`src/rtl/demux_1xn_stream_if.sv`:
```
// Port bundle for demux_1xn_stream: one upstream beat stream (data, select, broadcast)
// fanned out to N registered downstream slots with per-channel valid/ready.
interface demux_1xn_stream_if #(
  parameter int WIDTH = 2,
  parameter int N     = 4
);
  localparam int SELW = $clog2(N);

  logic [WIDTH-1:0]        in_data;
  logic [SELW-1:0]         in_sel;
  logic                    in_bcast;
  logic                    in_valid;
  logic                    in_ready;
  logic [N-1:0][WIDTH-1:0] out_data;
  logic [N-1:0]            out_valid;
  logic [N-1:0]            out_ready;
  logic                    sel_err;

  modport master (
    output in_data, in_sel, in_bcast, in_valid, out_ready,
    input  in_ready, out_data, out_valid, sel_err
  );

  modport slave (
    input  in_data, in_sel, in_bcast, in_valid, out_ready,
    output in_ready, out_data, out_valid, sel_err
  );
endinterface

```
`src/rtl/demux_1xn_stream.sv`:
```
// 1:N stream demux, one registered slot per channel (accept at edge k -> visible after k); in_ready
// is comb per target slot, broadcast is all-or-nothing. DEMUX_ZERO_IDLE_EN zeroes idle out_data.
module demux_1xn_stream #(
  parameter int WIDTH = 2,
  parameter int N     = 4
) (
  input  logic               clk,
  input  logic               rst_n,
  demux_1xn_stream_if.slave  bus
);
  localparam int SELW = $clog2(N);

  logic [N-1:0][WIDTH-1:0] data_q;
  logic [N-1:0]            valid_q;
  logic                    err_q;

  logic [N-1:0] can_load;
  logic [N-1:0] sel_hit;
  logic [N-1:0] load;
  logic         sel_ok;
  logic         in_ready_c;
  logic         accept;
  logic         drop;

  // One-hot decode; an out-of-range select simply produces no hit.
  always_comb begin
    sel_hit = '0;
    for (int i = 0; i < N; i++) begin
      sel_hit[i] = (bus.in_sel == SELW'(i));
    end
  end

  assign can_load = ~valid_q | bus.out_ready;
  assign sel_ok   = |sel_hit;

  always_comb begin
    in_ready_c = 1'b1;
    if (bus.in_bcast) begin
      in_ready_c = &can_load;
    end else if (sel_ok) begin
      in_ready_c = |(can_load & sel_hit);
    end
  end

  assign accept = bus.in_valid & in_ready_c;
  assign drop   = accept & ~bus.in_bcast & ~sel_ok;

  always_comb begin
    load = '0;
    if (accept) begin
      load = bus.in_bcast ? {N{1'b1}} : sel_hit;
    end
  end

  always_ff @(posedge clk or negedge rst_n) begin
    if (!rst_n) begin
      data_q  <= '0;
      valid_q <= '0;
      err_q   <= 1'b0;
    end else begin
      err_q <= drop;
      for (int i = 0; i < N; i++) begin
        if (load[i]) begin
          data_q[i]  <= bus.in_data;
          valid_q[i] <= 1'b1;
        end else if (valid_q[i] && bus.out_ready[i]) begin
          valid_q[i] <= 1'b0;
`ifdef DEMUX_ZERO_IDLE_EN
          data_q[i]  <= '0;
`endif
        end
      end
    end
  end

  assign bus.in_ready  = in_ready_c;
  assign bus.out_valid = valid_q;
  assign bus.out_data  = data_q;
  assign bus.sel_err   = err_q;

endmodule

```
`src/flat_wrapper.sv`:
```
// flat-port wrapper written by rule: the top's interface ports become plain ports
module demux_1xn_stream_flat 
#(
  parameter int WIDTH = 2,
  parameter int N     = 4
)
  (clk, rst_n, bus_in_data, bus_in_sel, bus_in_bcast, bus_in_valid, bus_out_ready, bus_in_ready, bus_out_data, bus_out_valid, bus_sel_err);
  demux_1xn_stream_if #(.WIDTH(WIDTH), .N(N)) bus_i ();
  input  logic clk;
  input  logic rst_n;
  input wire logic [$bits(bus_i.in_data)-1:0] bus_in_data;
  input wire logic [$bits(bus_i.in_sel)-1:0] bus_in_sel;
  input wire logic [$bits(bus_i.in_bcast)-1:0] bus_in_bcast;
  input wire logic [$bits(bus_i.in_valid)-1:0] bus_in_valid;
  input wire logic [$bits(bus_i.out_ready)-1:0] bus_out_ready;
  output wire logic [$bits(bus_i.in_ready)-1:0] bus_in_ready;
  output wire logic [$bits(bus_i.out_data)-1:0] bus_out_data;
  output wire logic [$bits(bus_i.out_valid)-1:0] bus_out_valid;
  output wire logic [$bits(bus_i.sel_err)-1:0] bus_sel_err;
  assign bus_i.in_data = bus_in_data;
  assign bus_i.in_sel = bus_in_sel;
  assign bus_i.in_bcast = bus_in_bcast;
  assign bus_i.in_valid = bus_in_valid;
  assign bus_i.out_ready = bus_out_ready;
  assign bus_in_ready = bus_i.in_ready;
  assign bus_out_data = bus_i.out_data;
  assign bus_out_valid = bus_i.out_valid;
  assign bus_sel_err = bus_i.sel_err;
  demux_1xn_stream #(.WIDTH(WIDTH), .N(N)) u_core (.clk(clk), .rst_n(rst_n), .bus(bus_i));
endmodule
```
`config.mk`:
```
export PLATFORM = sky130hd
export DESIGN_NAME = demux_1xn_stream_flat
export DESIGN_NICKNAME = d
export VERILOG_FILES = /design/src/rtl/demux_1xn_stream_if.sv /design/src/rtl/demux_1xn_stream.sv /design/src/flat_wrapper.sv
export SDC_FILE = /design/constraint.sdc
export NUM_CORES = 1
export LEC_CHECK = 0
export ABC_AREA = 1
export ABC_CLOCK_PERIOD_IN_PS = 1900
export CAP_MARGIN = 30
export CORE_MARGIN = 5
export CORE_UTILIZATION = 40
export DETAILED_ROUTE_END_ITERATION = 12
export HOLD_SLACK_MARGIN = 0.05
export PLACE_DENSITY = 0.76
export SKIP_CTS_REPAIR_TIMING = 1
export SYNTH_ARGS = -nofsm -noshare
export SYNTH_HDL_FRONTEND = slang
export SYNTH_SLANG_ARGS = --single-unit
export TNS_END_PERCENT = 20
```
`constraint.sdc`:
```
create_clock -name clk -period 1.9 [get_ports clk]
set_clock_uncertainty 0.2 [all_clocks]
set_input_delay 0.285 -clock clk [delete_from_list [all_inputs] [get_ports clk]]
set_output_delay 0.285 -clock clk [all_outputs]
set_load 0.05 [all_outputs]
```
==> flow_summary.json, run 1 <==
{
  "whs_path_depth": 4,
  "min_path_type": "in2reg",
  "synth_top_family_by_area": "simple AND/OR/NAND/NOR gates",
  "cts_htree_levels": 1,
  "clockRootBuffer": "clkbuf_4",
  "path_class": "in2out",
  "muxShareOfSynthArea_pct": 0,
  "r2r-start": "u_core.bus.out_valid[3]",
  "p_sw_mw": 0.478,
  "start_util_pct": 41.4,
  "finalHoldViolCount": 0,
  "place.gp.congestion": 0.779,
  "whs_ps": 110,
  "setup-tns-final_ps": 0,
  "maxCapViolCount": 0,
  "critPathRequiredTime_ps": 1410,
  "cts_buffers": 3,
  "area_growth_pct": 71.0,
  "tightest_slew_ps": 583,
  "power.share.switching_pct": 43.9,
  "clk_pin_slew_worst_paths_ps": 80,
  "nets": 134,
  "dp_hpwl_um": 1320,
  "port_buffers": 25,
  "hp-start": "bus_out_ready[3]",
  "fin_crit_ps": 1820,
  "synth_seq_cells": 13,
  "grt_use_total_pct": 14.5,
  "insertion_delay_ps": 270,
  "worst-r2r-cell-count": 10,
  "grt_pass1_vias": 663,
  "drt_wl_total_um": 1740,
  "yosysUniqueCellTypes": 13,
  "num_antenna_cells": 0,
  "syn_nets": 87,
  "finalCritPeriodShare_pct": 95.5,
  "vdd_ir_drop_max_uv": 627,
  "num_rows": 14,
  "synth_compound_area_share_pct": 4.06,
  "p_leak_nw": 0.613,
  "crit_path_end_kind": "output pin",
  "seq_power_share_pct": 33.8,
  "crit_arrival_ps": 1330,
  "synthAdderAreaFrac_pct": 0,
  "combPwrFrac_pct": 50.6,
  "cts_tree": "done",
  "ant_nets": 0,
  "r2r_end": "u_core.bus.out_data[1]",
  "ios": 26,
  "drc": 0,
  "final_cell_mix": "buf_4, nand2_1, dfrtp_1",
  "synth_warnings": 0,
  "slew-limit-headroom_pct": 61.0,
  "whs_endpoint": "u_core.bus.out_valid[3]",
  "fp.dieW_um": 49.3,
  "synth_xor_area_share_pct": 0,
  "antenna_found_initial": 0,
  "fmax_mhz": 551,
  "power_frac_clock_pct": 15.6,
  "dieArea_um2": 2430,
  "cts_buffer_depth": 2,
  "mappedNetlistArea_um2": 617,
  "grt_pass1_wl_um": 2870,
  "cp-start-kind": "input port",
  "cts.sinks": 13,
  "num_vias": 677,
  "drive_above_1_share_pct": 37.2,
  "setup_viol": 0,
  "nFillCells": 130,
  "final_common_cell": "buf_4",
  "status": "finished, final reports clean",
  "yosysSeqAreaShare_pct": 52.7,
  "synth-simple-area-share_pct": 35.9,
  "worstPathMaxFanout": 4,
  "crit_path_start": "bus_in_bcast",
  "die_h_um": 49.3,
  "report.final.slew_viol_count": 0,
  "vias_per_cell": 4.94,
  "coreArea_um2": 1490,
  "reg2reg_slack_ps": 250,
  "drt_iter0_drc": 18,
  "grt_setup_unrepaired": "no",
  "overflow": 0,
  "first_pass_iters": 4,
  "cell_internal_pwr_mw": 0.611,
  "p_per_area_nw_per_um2": 1030,
  "netlist_instances": 75,
  "grt_max_degree": 14,
  "syn_avg_cell_area_um2": 8.22,
  "wl_per_cell_um": 12.7
}
-- kinds of logic after synthesis --
logic type             Yosys count
other                            1
buffers and inverters            9
DFF                             13
and+or+nand+nor                 47
AOI/OAI and AO/OA                5
-- per-layer routing --
metal,GRT usage [%],share of wire [%],vias up
met2,23.8,51,20
met4,4.04,1.2,0
met3,3.67,6.5,4
met5,0,0,-
met1,18.5,41,314
li1,-,-,339
-- critical path, stage by stage --
cell,delay [ps]
clkdlybuf4s50_1,440
inv_1,110
nand3_1,90
o21ai_2,70
nand2_2,80
nand2_4,100
buf_12,140
-- flip-flops by register name, indices dropped and copies added, names as in the netlist --
name,flops
u_core.bus.out_data,8
u_core.bus.sel_err,1
u_core.bus.out_valid,4
-- area by class of cell --
cell class,count,area [µm²],share of cell area (%)
multi-input cells,53,274,26.0
inverters,7,26.3,2.49
repair buffers,44,383,36.3
clock buffers,4,26.3,2.49
flip-flops and latches,13,325,30.8
well taps,16,20.0,1.90
-- Yosys cell counts --
master   number  area [µm²]
nand3_1       7        35.0
o21ai_1       1        5.00
nand2_2       1        6.26
buf_1         1        3.75
nand3_4       1        17.5
nor2_1        1        3.75
conb_1        1        3.75
dfrtp_1      13         325
nand2_1      29         109
buf_6         1        11.3
inv_1         7        26.3
nand4_1       8        50.1
o21ai_0       4        20.0
-- how the worst max path moves through the flow --
| stage | endpoint | slack [ps] | cells after the start |
|---|---|---|---|
| floorplan | u_core.bus.out_data[0] | 160 | 9 |
| global placement | bus_in_ready | -50 | 7 |
| detailed placement | bus_in_ready | -90 | 7 |
| CTS | bus_in_ready | -100 | 7 |
| global route | bus_in_ready | 10 | 7 |
| finish | bus_in_ready | 80 | 7 |
-- power by group through the flow --
stage	registers, mW	clock network (mW)	logic (mW)
CTS	0.366	0.172	0.518
detailed placement	0.371	0	0.517
global placement	0.369	0	0.509
global route	0.376	0.193	0.585
floorplan	0.579	0	0.110
finish	0.367	0.170	0.551
-- stage by stage --
step | util, % | cells | setup WS [ps] | power [mW] | cell area [µm²]
floorplan | - | 75 | 158 | 0.689 | 617
global placement | 63.6 | 127 | -55.0 | 0.878 | 947
detailed placement | 63.6 | 127 | -92.8 | 0.888 | 947
CTS | 65.4 | 131 | -102 | 1.06 | 973
global route | 70.8 | 137 | 9.69 | 1.15 | 1050
finish | 70.8 | 137 | 84.7 | 1.09 | 1050
Note: power is estimated with default switching activity, not from simulation.
==> run 2: changes to the inputs <==
--- a/config.mk
+++ b/config.mk
@@ -13,8 +13,9 @@
 export DETAILED_ROUTE_END_ITERATION = 12
 export HOLD_SLACK_MARGIN = 0.05
 export PLACE_DENSITY = 0.76
+export REMOVE_ABC_BUFFERS = 1
 export SKIP_CTS_REPAIR_TIMING = 1
 export SYNTH_ARGS = -nofsm -noshare
 export SYNTH_HDL_FRONTEND = slang
 export SYNTH_SLANG_ARGS = --single-unit
-export TNS_END_PERCENT = 20
+export TNS_END_PERCENT = 5
==> run 2 against run 1 <==
First-iteration DRC count down 50%. Hold slack better by 58 ps. Setup slack better by 4.3 ps. Sequential share of layout area up 1.0 points. Die area unchanged. Largest power group unchanged. Clock-buffer cell count unchanged. Combinational power down 2%. Sequential cell count unchanged.
==> flow_summary.json, run 2 (same netlist as run 1, synthesis figures left out) <==
{
  "status": "finished, final reports clean",
  "crit_chain": "clkdlybuf4s50_1, inv_1, nand3_1, o21ai_1, nand2_1, nand2_4, buf_12",
  "port_buffers": 25,
  "die_h_um": 49.3,
  "area_growth_pct": 65.5,
  "num_rows": 14,
  "grt_pass1_vias": 677,
  "clockRootBuffer": "clkbuf_4",
  "crit_arrival_ps": 1330,
  "clk_pin_slew_worst_paths_ps": 80,
  "cts_htree_levels": 1,
  "slew-limit-headroom_pct": 60.2,
  "cts.sinks": 13,
  "p_leak_nw": 0.598,
  "cp-start-kind": "input port",
  "path_class": "in2out",
  "cts_buffer_depth": 2,
  "dp_hpwl_um": 1210,
  "nFillCells": 122,
  "overflow": 0,
  "report.final.slew_viol_count": 0,
  "tightest_slew_ps": 591,
  "cts_buffers": 3,
  "maxCapViolCount": 0,
  "nets": 131,
  "drive_above_1_share_pct": 32.2,
  "path_buf_inv": 3,
  "ant_nets": 0,
  "min_path_type": "in2async",
  "drt_wl_total_um": 1810,
  "finalCritPeriodShare_pct": 95.3,
  "grt_max_degree": 14,
  "fp.dieW_um": 49.3,
  "worstPathMaxFanout": 5,
  "grt_pass1_wl_um": 2790,
  "cpPeakStageDelay_ps": 420,
  "coreArea_um2": 1490,
  "drc": 0,
  "wl_per_cell_um": 13.5,
  "post-route-util_pct": 68.6,
  "final_cell_mix": "buf_4, nand2_1, dfrtp_1",
  "num_antenna_cells": 0,
  "antenna_found_initial": 0,
  "setup_viol": 0,
  "critPathSlowestCell": "clkdlybuf4s50_1",
  "fin_crit_ps": 1810,
  "grt_setup_unrepaired": "no",
  "p_per_area_nw_per_um2": 1060,
  "vias_per_cell": 4.93,
  "cts_tree": "done",
  "critPathRequiredTime_ps": 1410,
  "vdd_ir_drop_max_uv": 666,
  "ios": 26,
  "drt_iter0_drc": 9,
  "finalHoldViolCount": 0,
  "crit_path_end_kind": "output pin",
  "power.total_mw": 1.09,
  "place.gp.congestion": 0.842,
  "first_pass_iters": 4,
  "dieArea_um2": 2430,
  "final_common_cell": "buf_4",
  "insertion_delay_ps": 280,
  "fmax_mhz": 552,
  "start_util_pct": 41.4,
  "grt_use_total_pct": 14.7,
  "crit_family": "buffers and inverters",
  "num_vias": 660,
  "largest_reg_flops": 8
}
==> run 2: layout make-up <==
class	instances	area (µm²)	share of cell area (%)
clock buffers	4	26.3	2.57
well taps	16	20.0	1.96
multi-input cells	53	263	25.7
inverters	7	26.3	2.57
repair buffers	41	360	35.3
flip-flops and latches	13	325	31.9
==> run 2: path summary, 6_finish.rpt <==
check	from	endpoint	slack, ps	cells after the start
min in group clk	bus_out_ready[3]	u_core.bus.out_valid[3]	170	5
worst max-delay path	bus_in_bcast	bus_in_ready	90	7
max in group asynchronous	rst_n	u_core.bus.out_data[5]	940	1
worst min-delay path	rst_n	u_core.bus.out_data[6]	170	1
worst min register to register	u_core.bus.out_data[3]	u_core.bus.out_data[3]	290	2
worst max register to register	u_core.bus.out_valid[2]	u_core.bus.out_data[0]	150	11
==> run 2: power by group <==
group          internal, mW  switching (mW)  total [mW]
clock                0.0817          0.0935       0.175
sequential            0.335          0.0361       0.371
combinational         0.185           0.355       0.540
total                 0.602           0.484        1.09
==> run 2: stage by stage <==
step                setup slack [ps]  instance area, µm²  setup TNS, ps  instances  hold slack, ps
finish                          89.0                1020              0        134             168
global route                    13.2                1020              0        134             192
CTS                             -109                 958           -109        129             180
detailed placement              -121                 932           -772        125             264
global placement               -87.7                 932           -563        125             257
floorplan                      -14.0                 602          -83.7         73            -211
==> run 2: metal layers <==
metal	part of all wire, %	wire (µm)	up-vias	global-route usage (%)
met5	0	0	-	0
met2	50	901	21	23.2
li1	-	-	331	-
met4	2.3	42	0	9.42
met1	42	764	303	17.1
met3	5.8	105	5	3.98
==> run 3: changes to the inputs <==
--- a/config.mk
+++ b/config.mk
@@ -7,8 +7,7 @@
 export LEC_CHECK = 0
 export ABC_AREA = 1
 export ABC_CLOCK_PERIOD_IN_PS = 1900
-export CAP_MARGIN = 30
-export CORE_MARGIN = 5
+export CORE_MARGIN = 2
 export CORE_UTILIZATION = 40
 export DETAILED_ROUTE_END_ITERATION = 12
 export HOLD_SLACK_MARGIN = 0.05
==> run 3 against run 2 <==
Critical endpoint unchanged. Clock power about the same. Largest power group unchanged. Hold slack worse by 86 ps. Critical path depth up 1. Die area down 23%.
==> flow_summary.json, run 3 (same netlist as run 1, synthesis figures left out) <==
{
  "status": "finished, final reports clean",
  "nets": 132,
  "drt_iter0_drc": 5,
  "place.gp.congestion": 0.826,
  "insertion_delay_ps": 280,
  "overflow": 0,
  "grt_pass1_vias": 645,
  "vdd_ir_drop_max_uv": 792,
  "drive_above_1_share_pct": 33.6,
  "grt_setup_unrepaired": "no",
  "port_buffers": 25,
  "drc": 0,
  "path_buf_inv": 3,
  "cts.sinks": 13,
  "path_common_cell": "nand3_1",
  "p_per_area_nw_per_um2": 1050,
  "finalCritPeriodShare_pct": 97.1,
  "cp-start-kind": "input port",
  "die_h_um": 43.3,
  "maxCapViolCount": 0,
  "tightest_slew_ps": 601,
  "nFillCells": 119,
  "final_common_cell": "buf_4",
  "start_util_pct": 41.9,
  "grt_max_degree": 14,
  "min_path_type": "in2reg",
  "ios": 26,
  "num_antenna_cells": 0,
  "num_vias": 663,
  "wl_per_cell_um": 11.8,
  "path_class": "in2out",
  "cts_buffer_depth": 2,
  "p_leak_nw": 0.585,
  "cts_htree_levels": 1,
  "report.final.slew_viol_count": 0,
  "fmax_mhz": 542,
  "ant_nets": 0,
  "final_cell_mix": "buf_4, nand2_1, dfrtp_1",
  "pre_cts_slack_ps": -81.1,
  "antenna_found_initial": 0,
  "finalHoldViolCount": 0,
  "worstPathMaxFanout": 3,
  "cpPeakStageDelay_ps": 450,
  "num_rows": 14,
  "fp.dieW_um": 43.3,
  "setup_viol": 0,
  "crit_family": "buffers and inverters",
  "drt_wl_total_um": 1590,
  "dieArea_um2": 1870,
  "grt_use_total_pct": 19.0,
  "grt_pass1_wl_um": 2580,
  "area_growth_pct": 66.3,
  "setup-tns-final_ps": 0,
  "crit_path_end_kind": "output pin",
  "crit_arrival_ps": 1360,
  "critPathSlowestCell": "clkdlybuf4s50_1",
  "clk_pin_slew_worst_paths_ps": 80,
  "largest_reg_flops": 8,
  "clockRootBuffer": "clkbuf_4",
  "fin_crit_ps": 1850,
  "dp_hpwl_um": 1200,
  "slew-limit-headroom_pct": 59.8,
  "post_dp_cell_area_um2": 955,
  "fin_ws_ps": 54.7,
  "cts_tree": "done",
  "cts_buffers": 3,
  "critPathRequiredTime_ps": 1410,
  "stdcell_area_um2": 1030,
  "vias_per_cell": 4.91,
  "coreArea_um2": 1470,
  "crit_chain": "clkdlybuf4s50_1, inv_1, nand2_2, nand3_1, nand3_1, nand2_1, nand2_4, buf_12",
  "first_pass_iters": 4
}
-- run 3: area by class of cell --
type | instances | area, µm² | area share, %
Clock buffer | 4 | 26.3 | 2.56
Inverter | 7 | 26.3 | 2.56
Multi-Input combinational cell | 53 | 265 | 25.9
Tap cell | 16 | 20.0 | 1.95
Sequential cell | 13 | 325 | 31.7
Timing Repair Buffer | 42 | 363 | 35.4
-- run 3: power by group --
group	internal (mW)	leakage [nW]	switching [mW]	total, mW
Clock	0.0816	0.0150	0.0947	0.176
Sequential	0.335	0.162	0.0307	0.366
Combinational	0.184	0.407	0.349	0.533
Total	0.601	0.585	0.474	1.08
-- run 3: worst paths after layout --
| check | from | to | slack, ps | depth (start not counted) |
|---|---|---|---|---|
| max in group asynchronous | rst_n | u_core.bus.sel_err | 930 | 1 |
| hold / removal | bus_out_ready[3] | u_core.bus.out_valid[3] | 80 | 4 |
| setup / recovery | bus_out_ready[2] | bus_in_ready | 50 | 8 |
| setup reg to reg | u_core.bus.out_valid[3] | u_core.bus.out_data[5] | 300 | 9 |
| hold reg to reg | u_core.bus.out_data[7] | u_core.bus.out_data[7] | 280 | 2 |
| min in group asynchronous | rst_n | u_core.bus.out_valid[0] | 170 | 1 |
-- run 3: tightest hold or removal path, delay by kind of cell --
kind                   cells  cell delay [ps]
and+or+nand+nor            2              120
buffers and inverters      2              130
-- run 3: per-stage QoR --
step,std cells,total power [mW],utilization (%),hold slack [ps]
after floorplan,73,0.677,-,-211
after global placement,128,0.876,64.9,258
after detailed placement,128,0.884,64.9,261
after CTS,132,1.06,66.7,188
after global routing,135,1.13,69.7,106
final,135,1.08,69.7,82.0
-- run 3: routing by layer --
metal	GRT usage (%)	vias to the layer above	wire length (µm)
li1	-	333	-
met1	22.8	307	701
met2	31.0	19	757
met3	5.53	4	89
met4	9.09	0	44
met5	0	-	0
